$ cat src/rtl/cpu_ctrl_pkg.sv
// cpu_ctrl_pkg: definitions shared by the control sequencer and the datapath ALU decode.
//   - opcode constants (IR[31:27])
//   - sequencer state encoding T0..T6 plus HALTED
//   - opcode-class helpers is_alu / is_muldiv
package cpu_ctrl_pkg;

  localparam int OPC_W = 5;
  typedef logic [OPC_W-1:0] opcode_t;

  localparam opcode_t OP_ADD  = 5'b00011;
  localparam opcode_t OP_SUB  = 5'b00100;
  localparam opcode_t OP_SHR  = 5'b00101;
  localparam opcode_t OP_SHRA = 5'b00110;
  localparam opcode_t OP_SHL  = 5'b00111;
  localparam opcode_t OP_ROR  = 5'b01000;
  localparam opcode_t OP_ROL  = 5'b01001;
  localparam opcode_t OP_AND  = 5'b01010;
  localparam opcode_t OP_OR   = 5'b01011;
  localparam opcode_t OP_MUL  = 5'b01111;
  localparam opcode_t OP_DIV  = 5'b10000;
  localparam opcode_t OP_NOP  = 5'b11010;
  localparam opcode_t OP_HALT = 5'b11011;

  typedef enum logic [2:0] {
    S_T0     = 3'd0,
    S_T1     = 3'd1,
    S_T2     = 3'd2,
    S_T3     = 3'd3,
    S_T4     = 3'd4,
    S_T5     = 3'd5,
    S_T6     = 3'd6,
    S_HALTED = 3'd7
  } state_t;

  // Single-result register-register ops (writeback through Zlow -> Ra).
  function automatic logic is_alu(input opcode_t op);
    return op inside {OP_ADD, OP_SUB, OP_SHR, OP_SHRA, OP_SHL,
                      OP_ROR, OP_ROL, OP_AND, OP_OR};
  endfunction

  // Double-width result ops (Zlow -> LO, Zhigh -> HI).
  function automatic logic is_muldiv(input opcode_t op);
    return op inside {OP_MUL, OP_DIV};
  endfunction

endpackage

$ cat src/rtl/alu_ctrl_seq_wait.sv
// alu_ctrl_seq_wait: memory-wait timeout counter for the fetch state T1.
//   clock   in  system clock
//   clear   in  async active-low reset
//   clr_cnt in  zero the counter (asserted in T0, so it is zero on entry to T1)
//   tick    in  one T1 cycle elapsed without mem_ready
//   expire  out this tick is the MEMW-th consecutive one (never when MEMW = 0)
module alu_ctrl_seq_wait #(
  parameter int MEMW = 4
) (
  input  logic clock,
  input  logic clear,
  input  logic clr_cnt,
  input  logic tick,
  output logic expire
);

  localparam int CW = (MEMW > 0) ? $clog2(MEMW + 1) : 1;

  logic [CW-1:0] cnt;

  always_ff @(posedge clock or negedge clear) begin
    if (!clear)       cnt <= '0;
    else if (clr_cnt) cnt <= '0;
    else if (tick)    cnt <= cnt + 1'b1;
  end

  // Count holds ticks already seen, so the MEMW-th idle cycle sees MEMW-1.
  assign expire = (MEMW > 0) && tick && (cnt == CW'(MEMW - 1));

endmodule

$ cat src/rtl/alu_ctrl_seq.sv
// alu_ctrl_seq: hardwired control sequencer for instruction fetch and
// register-register ALU execution. Steps T0..T6 one state per clock.
//   clock, clear          clock; async active-low reset
//   ir[31:0]              IR contents, opcode at [31:27] (read only in T3..T6)
//   mem_ready             memory read data valid (used only in T1)
//   PCout..IRin           fetch strobes
//   Yin..LOin             execute strobes
//   Gra/Grb/Grc/Rin/Rout  register-select strobes for the external sel_encode
//   alu_op                ALU operation, opcode during T4, else 0
//   run                   0 once HALT has been decoded
//   illegal, mem_to       one-cycle pulses: bad opcode (T3) / T1 wait timeout
module alu_ctrl_seq
  import cpu_ctrl_pkg::*;
#(
  parameter int OPW  = 5,
  parameter int MEMW = 4
) (
  input  logic           clock,
  input  logic           clear,
  input  logic [31:0]    ir,
  input  logic           mem_ready,
  output logic           PCout,
  output logic           IncPC,
  output logic           MARin,
  output logic           memRead,
  output logic           MDRin,
  output logic           MDRout,
  output logic           IRin,
  output logic           Yin,
  output logic           Zin,
  output logic           Zlowout,
  output logic           Zhighout,
  output logic           HIin,
  output logic           LOin,
  output logic           Gra,
  output logic           Grb,
  output logic           Grc,
  output logic           Rin,
  output logic           Rout,
  output logic [OPW-1:0] alu_op,
  output logic           run,
  output logic           illegal,
  output logic           mem_to
);

  state_t         state, state_nxt;
  logic [OPW-1:0] opcode;
  logic           wait_exp;
  logic           mem_to_q;

  assign opcode = ir[31 -: OPW];

  // Register fields go to sel_encode, not used here.
  logic unused_ir;
  assign unused_ir = &{1'b0, ir[31-OPW:0]};

  alu_ctrl_seq_wait #(.MEMW(MEMW)) u_wait (
    .clock   (clock),
    .clear   (clear),
    .clr_cnt (state == S_T0),
    .tick    ((state == S_T1) && !mem_ready),
    .expire  (wait_exp)
  );

  always_ff @(posedge clock or negedge clear) begin
    if (!clear) begin
      state    <= S_T0;
      mem_to_q <= 1'b0;
    end else begin
      state    <= state_nxt;
      // Timeout is reported in the T0 cycle that follows the abandoned read,
      // keeping mem_to a registered output.
      mem_to_q <= wait_exp;
    end
  end

  assign mem_to = mem_to_q;

  always_comb begin
    state_nxt = state;
    PCout     = 1'b0;
    IncPC     = 1'b0;
    MARin     = 1'b0;
    memRead   = 1'b0;
    MDRin     = 1'b0;
    MDRout    = 1'b0;
    IRin      = 1'b0;
    Yin       = 1'b0;
    Zin       = 1'b0;
    Zlowout   = 1'b0;
    Zhighout  = 1'b0;
    HIin      = 1'b0;
    LOin      = 1'b0;
    Gra       = 1'b0;
    Grb       = 1'b0;
    Grc       = 1'b0;
    Rin       = 1'b0;
    Rout      = 1'b0;
    alu_op    = '0;
    run       = 1'b1;
    illegal   = 1'b0;
    // Strobes are forced low while clear is held, not only after the next edge.
    if (clear) begin
      unique case (state)
        S_T0: begin
          PCout     = 1'b1;
          MARin     = 1'b1;
          IncPC     = 1'b1;
          state_nxt = S_T1;
        end
        S_T1: begin
          memRead = 1'b1;
          MDRin   = mem_ready;
          if (mem_ready)     state_nxt = S_T2;
          else if (wait_exp) state_nxt = S_T0;
        end
        S_T2: begin
          MDRout    = 1'b1;
          IRin      = 1'b1;
          state_nxt = S_T3;
        end
        S_T3: begin
          if (is_alu(opcode) || is_muldiv(opcode)) begin
            Grb       = 1'b1;
            Rout      = 1'b1;
            Yin       = 1'b1;
            state_nxt = S_T4;
          end else if (opcode == OP_NOP) begin
            state_nxt = S_T0;
          end else if (opcode == OP_HALT) begin
            state_nxt = S_HALTED;
          end else begin
            illegal   = 1'b1;
            state_nxt = S_T0;
          end
        end
        S_T4: begin
          Grc       = 1'b1;
          Rout      = 1'b1;
          Zin       = 1'b1;
          alu_op    = opcode;
          state_nxt = S_T5;
        end
        S_T5: begin
          Zlowout = 1'b1;
          if (is_muldiv(opcode)) begin
            LOin      = 1'b1;
            state_nxt = S_T6;
          end else begin
            Gra       = 1'b1;
            Rin       = 1'b1;
            state_nxt = S_T0;
          end
        end
        S_T6: begin
          Zhighout  = 1'b1;
          HIin      = 1'b1;
          state_nxt = S_T0;
        end
        S_HALTED: begin
          run       = 1'b0;
          state_nxt = S_HALTED;
        end
        default: state_nxt = S_T0;
      endcase
    end
  end

endmodule
$ cat config.mk
export PLATFORM = sky130hd
export DESIGN_NAME = alu_ctrl_seq
export DESIGN_NICKNAME = d
export VERILOG_FILES = /design/src/rtl/cpu_ctrl_pkg.sv /design/src/rtl/alu_ctrl_seq_wait.sv /design/src/rtl/alu_ctrl_seq.sv
export SDC_FILE = /design/constraint.sdc
export NUM_CORES = 1
export LEC_CHECK = 0
export BUFFER_PORTS_ARGS = -buffer_cell sky130_fd_sc_hd__buf_2
export CORE_MARGIN = 10
export CORE_UTILIZATION = 40
export CTS_CLUSTER_SIZE = 10
export DETAILED_ROUTE_END_ITERATION = 10
export PLACE_DENSITY_LB_ADDON = 0.15
export SLEW_MARGIN = 20
export SYNTH_ARGS = -nofsm -noshare
export SYNTH_HDL_FRONTEND = slang
export SYNTH_HIERARCHICAL = 1
export SYNTH_SLANG_ARGS = --single-unit
export TNS_END_PERCENT = 30
$ cat constraint.sdc
create_clock -name clock -period 5.5 [get_ports clock]
set_input_delay 0.825 -clock clock [delete_from_list [all_inputs] [get_ports clock]]
set_output_delay 0.825 -clock clock [all_outputs]
set_load 0.01 [all_outputs]
Word level (Yosys, flattened, before mapping)

Cells that the tools add are included.

Output and inout bits: 26
Bits of input ports: 35
Register bits after elaboration: 7

Mux-type cells: 43
Reduce and logical (&&, ||, !) cells: 9
Add/subtract/negate cells: 1
Eq/ne operators: 22

Operator list:

| operator            | number |
|---|---|
| $mux 1              | 31 |
| $eq 5x4->1 const B  | 5 |
| $mux 3              | 8 |
| $pmux 3 s8          | 1 |
| $eq 5x3->1 const B  | 4 |
| $eq 5x5->1 const B  | 3 |
| $eq 3x3->1 const B  | 4 |
| $mux 5              | 2 |
| $eq 3x2->1 const B  | 3 |
| $reduce_bool 9->1   | 1 |
| $eq 5x2->1 const B  | 1 |
| $reduce_bool 2->1   | 2 |
| $add 3x1->3 const B | 1 |
| $eq 3x1->1 const B  | 1 |
| $logic_not 3->1     | 1 |
| $ne 3x3->1 const B  | 1 |
| $logic_and 1x1->1   | 2 |
| $pmux 1 s2          | 1 |
| $reduce_and 2->1    | 1 |
| $logic_not 1->1     | 1 |
| $logic_or 1x1->1    | 1 |

Depth between registers and ports, before layout

Gate-level depths: netlist of run 1.

Depth after elaboration: 6
Mapped depth: 7

Hierarchy

Netlist of run 1, hierarchy kept.

By module, submodules not included:

| module            | area each (um^2) | times used | sequential area each (um^2) | cells an instance |
|---|---|---|---|---|
| alu_ctrl_seq      | 550.5            | 1          | 100.1                       | 75 |
| alu_ctrl_seq_wait | 148.9            | 1          | 75.1                        | 13 |

Least setup slack after synthesis of run 1

OpenSTA, ideal clock, no wires.

Kind: input to output
From: input port clear
To: output port alu_op[1]
Required time: 4675 ps
Buffers on the path: 1
Arrival: 1927 ps
Path slack: 2748 ps
Stages: 4
Cell sequence: clkbuf_1 > nand2_1 > nor3_1 > and2_1

Cells in the longest elaborated chain, start to end: 1

Ends and longest elaborated chain:

| what            | line                | text |
|---|---|---|
| start, declared | alu_ctrl_seq.sv:19  | `input logic clear,` |
| $mux 5          | alu_ctrl_seq.sv:103 | `if (clear) begin` |
| end, declared   | alu_ctrl_seq.sv:40  | `output logic [OPW-1:0] alu_op,` |

No other way between the ends.

Final worst setup path of run 1

From: input port clear
To: output port Rout

Cells in the longest elaborated chain, start to end: 1

Ends and longest elaborated chain:

| what          | line                | text |
|---|---|---|
| $mux 1        | alu_ctrl_seq.sv:103 |  |
| end, declared | alu_ctrl_seq.sv:39  | `output logic Rout,` |

No other way between the ends.

==> results.yml, run 1 <==
status:
  status: "complete, no violations"
routing:
  drtAntennaViolNets: 0
  drc_errors: 0
  dr.pass1.iters: 4
  wl_per_cell_um: 13.6
  via_count: 684
  drt_iter0_drc: 20
  vias_per_cell: 5.26
  drt_wl_total_mm: 1.77
yosys:
  syn_nets: 125
  synthCells: 88
  ys_types: 32
  yosys_warnings: 6
  ys_ff_latch: 7
  synth.area.top_cells: "dfrtp_1 25%, buf_4 7.5%, nand2b_1 6.3%"
  synth_top_area_share_pct: 25.0
  ys_seq_area_share_pct: 25.0
  synthArstFlopShare_pct: 100
  synthFlopType: "dfrtp_1"
  syn_area_per_cell_um2: 7.95
  syn_area_um2: 699
  synth_top_area_cell: "dfrtp_1"
  synth_enable_flop_cells: 0
setup_path:
  slowest_delay_ps: 500
  required_ps: 4680
  r2r_setup_slack_ps: 3280
  crit_top_cell: "buf_2"
  cpMaxStageDelayCell: "nor3_1"
  critical_path.cell_chain: "buf_2 > nand2_1 > nor3_1 > or2_2 > buf_2"
  timing.rr.end: "state[0]$_DFFE_PN0P_"
  r2r-start: "state[0]$_DFFE_PN0P_"
  critPathCaptureType: "output pin"
  worst-setup-path-type: "in2out"
  crit_buf_inv: 2
  crit_family: "simple AND/OR/NAND/NOR gates"
  critPathMaxFanout: 15
  ff2ff_path_depth: 7
  crit_arrival_ps: 2100
  cp-start-kind: "input pin"
finish:
  drive_gt1_share_pct: 36.3
  final_cell_mix: "33 x buf_2, 9 x nor2_1, 7 x nor3_1, 7 x nand2b_1, 7 x dfrtp_1"
  n_fill_cell: 175
  final_util_pct: 49.6
  fin_nets: 151
  n_antenna_cell: 0
  final_common_cell: "buf_2"
  final-seq-area_um2: 175
  syn2layout_area_growth_pct: 19.7
  multi_input_area_um2: 438
cts:
  clk_pin_slew_worst_paths_ps: 50
  h-tree-depth: 1
  post_cts_buffers: 0
  cts_made_buffers: 3
  cts_root_buffer: "clkbuf_4"
  cts_resized: 0
  hold_buffers: 0
  cts_tree: "built"
  cts_max_path_buffers: 2
  cts_sinks: 7
  clock_latency_ps: 250
timing:
  max-slew-margin-rel_pct: 59.1
  drv_slew: 0
  tightest_slew_ps: 609
  min_period_ps: 2930
  grt_setup_unrepaired: "no"
  finalSetupViolations: 0
  max_freq_mhz: 342
  finalHoldViolations: 0
  period_share_pct: 53.2
  skew_ps: 1.96
  tns_ps: 0
die:
  initial_core_util_pct: 41.4
  core_area_mm2: 0.00169
  die_w_um: 61.8
  dieArea_mm2: 0.00382
  io_pins: 61
  die_h_um: 61.8
  num_rows: 15
grt:
  grt_pass1_vias: 635
  overflow: 0
  grt_first_pass_wirelength_mm: 2.66
  grt_max_degree: 16
  track_usage_pct: 9.08
  antenna_found_initial: 0
placed_design:
  port_buffers: 33
  gp_congestion: 0.860
  hpwlAfterDp_mm: 1.42
power:
  peakVddDrop_mv: 0.277
  power.density_mw_per_mm2: 343
  power_leakage_nw: 0.433
run:
  maxCapViolCount: 0
worst_hold_path:
  worst_hold_path_type: "in2async"
flip-flops by register name, summed over array words and instances (netlist names):
register / count
state: 3
mem_to: 1
u_wait/cnt: 3
through the flow:
stage	cells	setup slack [ps]	area (um^2)	hold WS [ps]	power, mW
finish	130	2570	837	446	0.287
global route	130	2340	837	451	0.314
CTS	130	2550	837	443	0.291
detailed placement	126	2540	811	533	0.245
global placement	126	2570	811	524	0.240
floorplan	88	2750	699	490	0.213
kinds of logic (layout without fill, tap and decap cells):
group | after synthesis | count (layout) | synth area share [%]
AOI/OAI and AO/OA | 16 | 16 | 17.5
xor gates and xnor gates | 2 | 2 | 2.50
adders and majority gates | 2 | 2 | 3.58
buffers and inverters | 15 | 40 | 12.3
DFF | 7 | 7 | 25.0
muxes | 2 | 2 | 2.86
and+or+nand+nor | 44 | 44 | 36.1
how the worst max path moves through the flow:
stage,startpoint,endpoint,depth (start not counted)
6_report,clear,Rout,5
5_1_grt,clear,alu_op[2],5
4_1_cts,clear,Rout,5
3_5_place_dp,clear,Rout,5
3_3_place_gp,clear,Rout,5
2_1_floorplan,clear,alu_op[1],4
layout make-up:
type                       count  area share (%)
tap                           17            2.54
inverter                       3            1.35
clock buffer                   4            3.14
sequential                     7            20.9
timing repair buffer          33            19.7
multi-input combinational     66            52.3
where the power goes:
part	internal (mW)	switching (mW)
logic	0.0628	0.0734
registers	0.0690	0.0372
clock network	0.0276	0.0171
total	0.159	0.128
cell usage after synthesis, types with 2 or more instances:
library cell and count:
inv_1 3, nand3b_1 2, nand2_1 4, nand2b_1 7, xnor2_1 2, and2_1 6, nor3b_1 3, clkbuf_1 2
o22ai_1 2, buf_2 3, nor3_1 7, nor2_1 9, dfrtp_1 7, buf_4 7, a31oi_1 2, ha_1 2
a21oi_1 4, mux2i_1 2
layer usage:
metal,global-route usage (%),part of all wire (%)
met5,0,0
met4,1.91,0
met3,4.47,8.4
met2,14.6,48
met1,10.6,43
No activity file was read; power rests on OpenSTA's default activity.
==> inputs of run 2 (changes only) <==
CORE_UTILIZATION = 33   (was 40)
clock period = 2.4 ns   (was 5.5 ns; I/O delays follow)
==> run 2 against run 1 <==
Final cell count increased by 11%. Sequential power increased by 98%. Setup slack got worse by 2200 ps. Critical path depth decreased by 2. Die area increased by 14%. Count of clock-buffer cells in the layout unchanged. Critical endpoint is now illegal. Largest power group unchanged.
==> results.yml, run 2 (synthesis gave the netlist of run 1 again) <==
status:
  status: "complete, no violations"
routing:
  drt_wl_total_mm: 1.89
  wl_per_cell_um: 13.1
  drt_iter0_drc: 36
  via_count: 712
  drtAntennaViolNets: 0
  vias_per_cell: 4.94
  dr.pass1.iters: 5
  drc_errors: 0
placed_design:
  port_buffers: 33
  gp_congestion: 0.810
  hpwlAfterDp_mm: 1.57
setup_path:
  worst-setup-path-type: "reg2out"
  r2r_setup_slack_ps: 520
  worstSetupStartpoint: "state[0]$_DFFE_PN0P_"
  critPathMaxFanout: 14
  critPathCaptureType: "output pin"
  cp-start-kind: "flip-flop"
  crit_arrival_ps: 1700
  ff2ff_path_depth: 8
  r2r-start: "state[0]$_DFFE_PN0P_"
  timing.rr.end: "state[0]$_DFFE_PN0P_"
  required_ps: 2040
timing:
  tns_ps: 0
  drv_slew: 0
  finalSetupViolations: 0
  max-slew-margin-rel_pct: 63.3
  skew_ps: 0.549
  finalHoldViolations: 0
  max_freq_mhz: 484
  min_period_ps: 2060
  period_share_pct: 86.0
  tightest_slew_ps: 546
  grt_setup_unrepaired: "no"
power:
  p_sw_mw: 0.300
  p_total_mw: 0.689
  p_sw_share_pct: 43.5
  pwr-share-clk_pct: 14.8
  p_seq_share_pct: 30.5
  intPower_mw: 0.389
  power_frac_comb_pct: 54.6
  peakVddDrop_mv: 0.681
  power.density_mw_per_mm2: 783
  power_leakage_nw: 0.453
die:
  core_area_mm2: 0.00198
  dieArea_mm2: 0.00436
  num_rows: 16
  io_pins: 61
  die_w_um: 66.0
  initial_core_util_pct: 35.3
  die_h_um: 66.0
grt:
  overflow: 0
  antenna_found_initial: 0
  grt_pass1_vias: 664
  track_usage_pct: 8.34
  grt_first_pass_wirelength_mm: 3.04
  grt_max_degree: 15
finish:
  n_antenna_cell: 0
  fin_nets: 155
  final_common_cell: "buf_2"
  drive_gt1_share_pct: 38.5
  syn2layout_area_growth_pct: 25.8
  final-seq-area_um2: 175
  final_cell_mix: "33 x buf_2, 9 x nor2_1, 7 x nor3_1, 7 x nand2b_1, 7 x dfrtp_1"
  multi_input_area_um2: 438
  n_fill_cell: 203
cts:
  cts_tree: "built"
  cts_max_path_buffers: 2
  hold_buffers: 0
  cts_resized: 0
  post_cts_buffers: 0
  clk_pin_slew_worst_paths_ps: 50
  cts_root_buffer: "clkbuf_4"
  clock_latency_ps: 240
  h-tree-depth: 1
  cts_sinks: 7
  cts_made_buffers: 3
run:
  maxCapViolCount: 0
worst_hold_path:
  worst_hold_path_type: "in2async"
-- run 2: cell type report --
cell class,instances,share of cell area (%)
inverters,3,1.28
flip-flops and latches,7,19.9
well taps,27,3.84
repair buffers,37,22.2
multi-input cells,66,49.8
clock buffers,4,2.99
-- run 2: how the worst max path moves through the flow --
| stage | to |
|---|---|
| 3_5_place_dp | Rout |
| 2_1_floorplan | alu_op[1] |
| 4_1_cts | Rout |
| 5_1_grt | alu_op[4] |
| 3_3_place_gp | Rout |
| 6_report | illegal |
-- run 2: worst max-delay path, cell delays in order (launching register included) --
cell and delay, ps:
dfrtp_1 590, nand2_1 210, a2111oi_0 440, buf_2 220
-- run 2: metal layers --
metal	track usage [%]	routed length (um)
met5	0	0
met2	14.5	935
met4	0.785	0
met1	9.46	784
met3	3.73	168
-- run 2: power by group through the flow --
stage / clock, mW / sequential, mW / combinational, mW
after CTS: 0.106 / 0.209 / 0.383
after global placement: 0 / 0.211 / 0.377
after detailed placement: 0 / 0.211 / 0.381
after floorplan: 0 / 0.189 / 0.299
final: 0.102 / 0.210 / 0.376
after global routing: 0.116 / 0.219 / 0.423
-- run 2: per-stage QoR --
step / utilization [%] / setup WS, ps / hold slack [ps] / instance area (um^2) / instances
6_report: 44.4 / 335 / 62.6 / 880 / 144
4_1_cts: 44.4 / 379 / 62.1 / 880 / 144
3_3_place_gp: 43.1 / 468 / 325 / 853 / 140
3_5_place_dp: 43.1 / 458 / 326 / 853 / 140
5_1_grt: 44.4 / 165 / 57.3 / 880 / 144
2_1_floorplan: - / 578 / 64.4 / 699 / 88
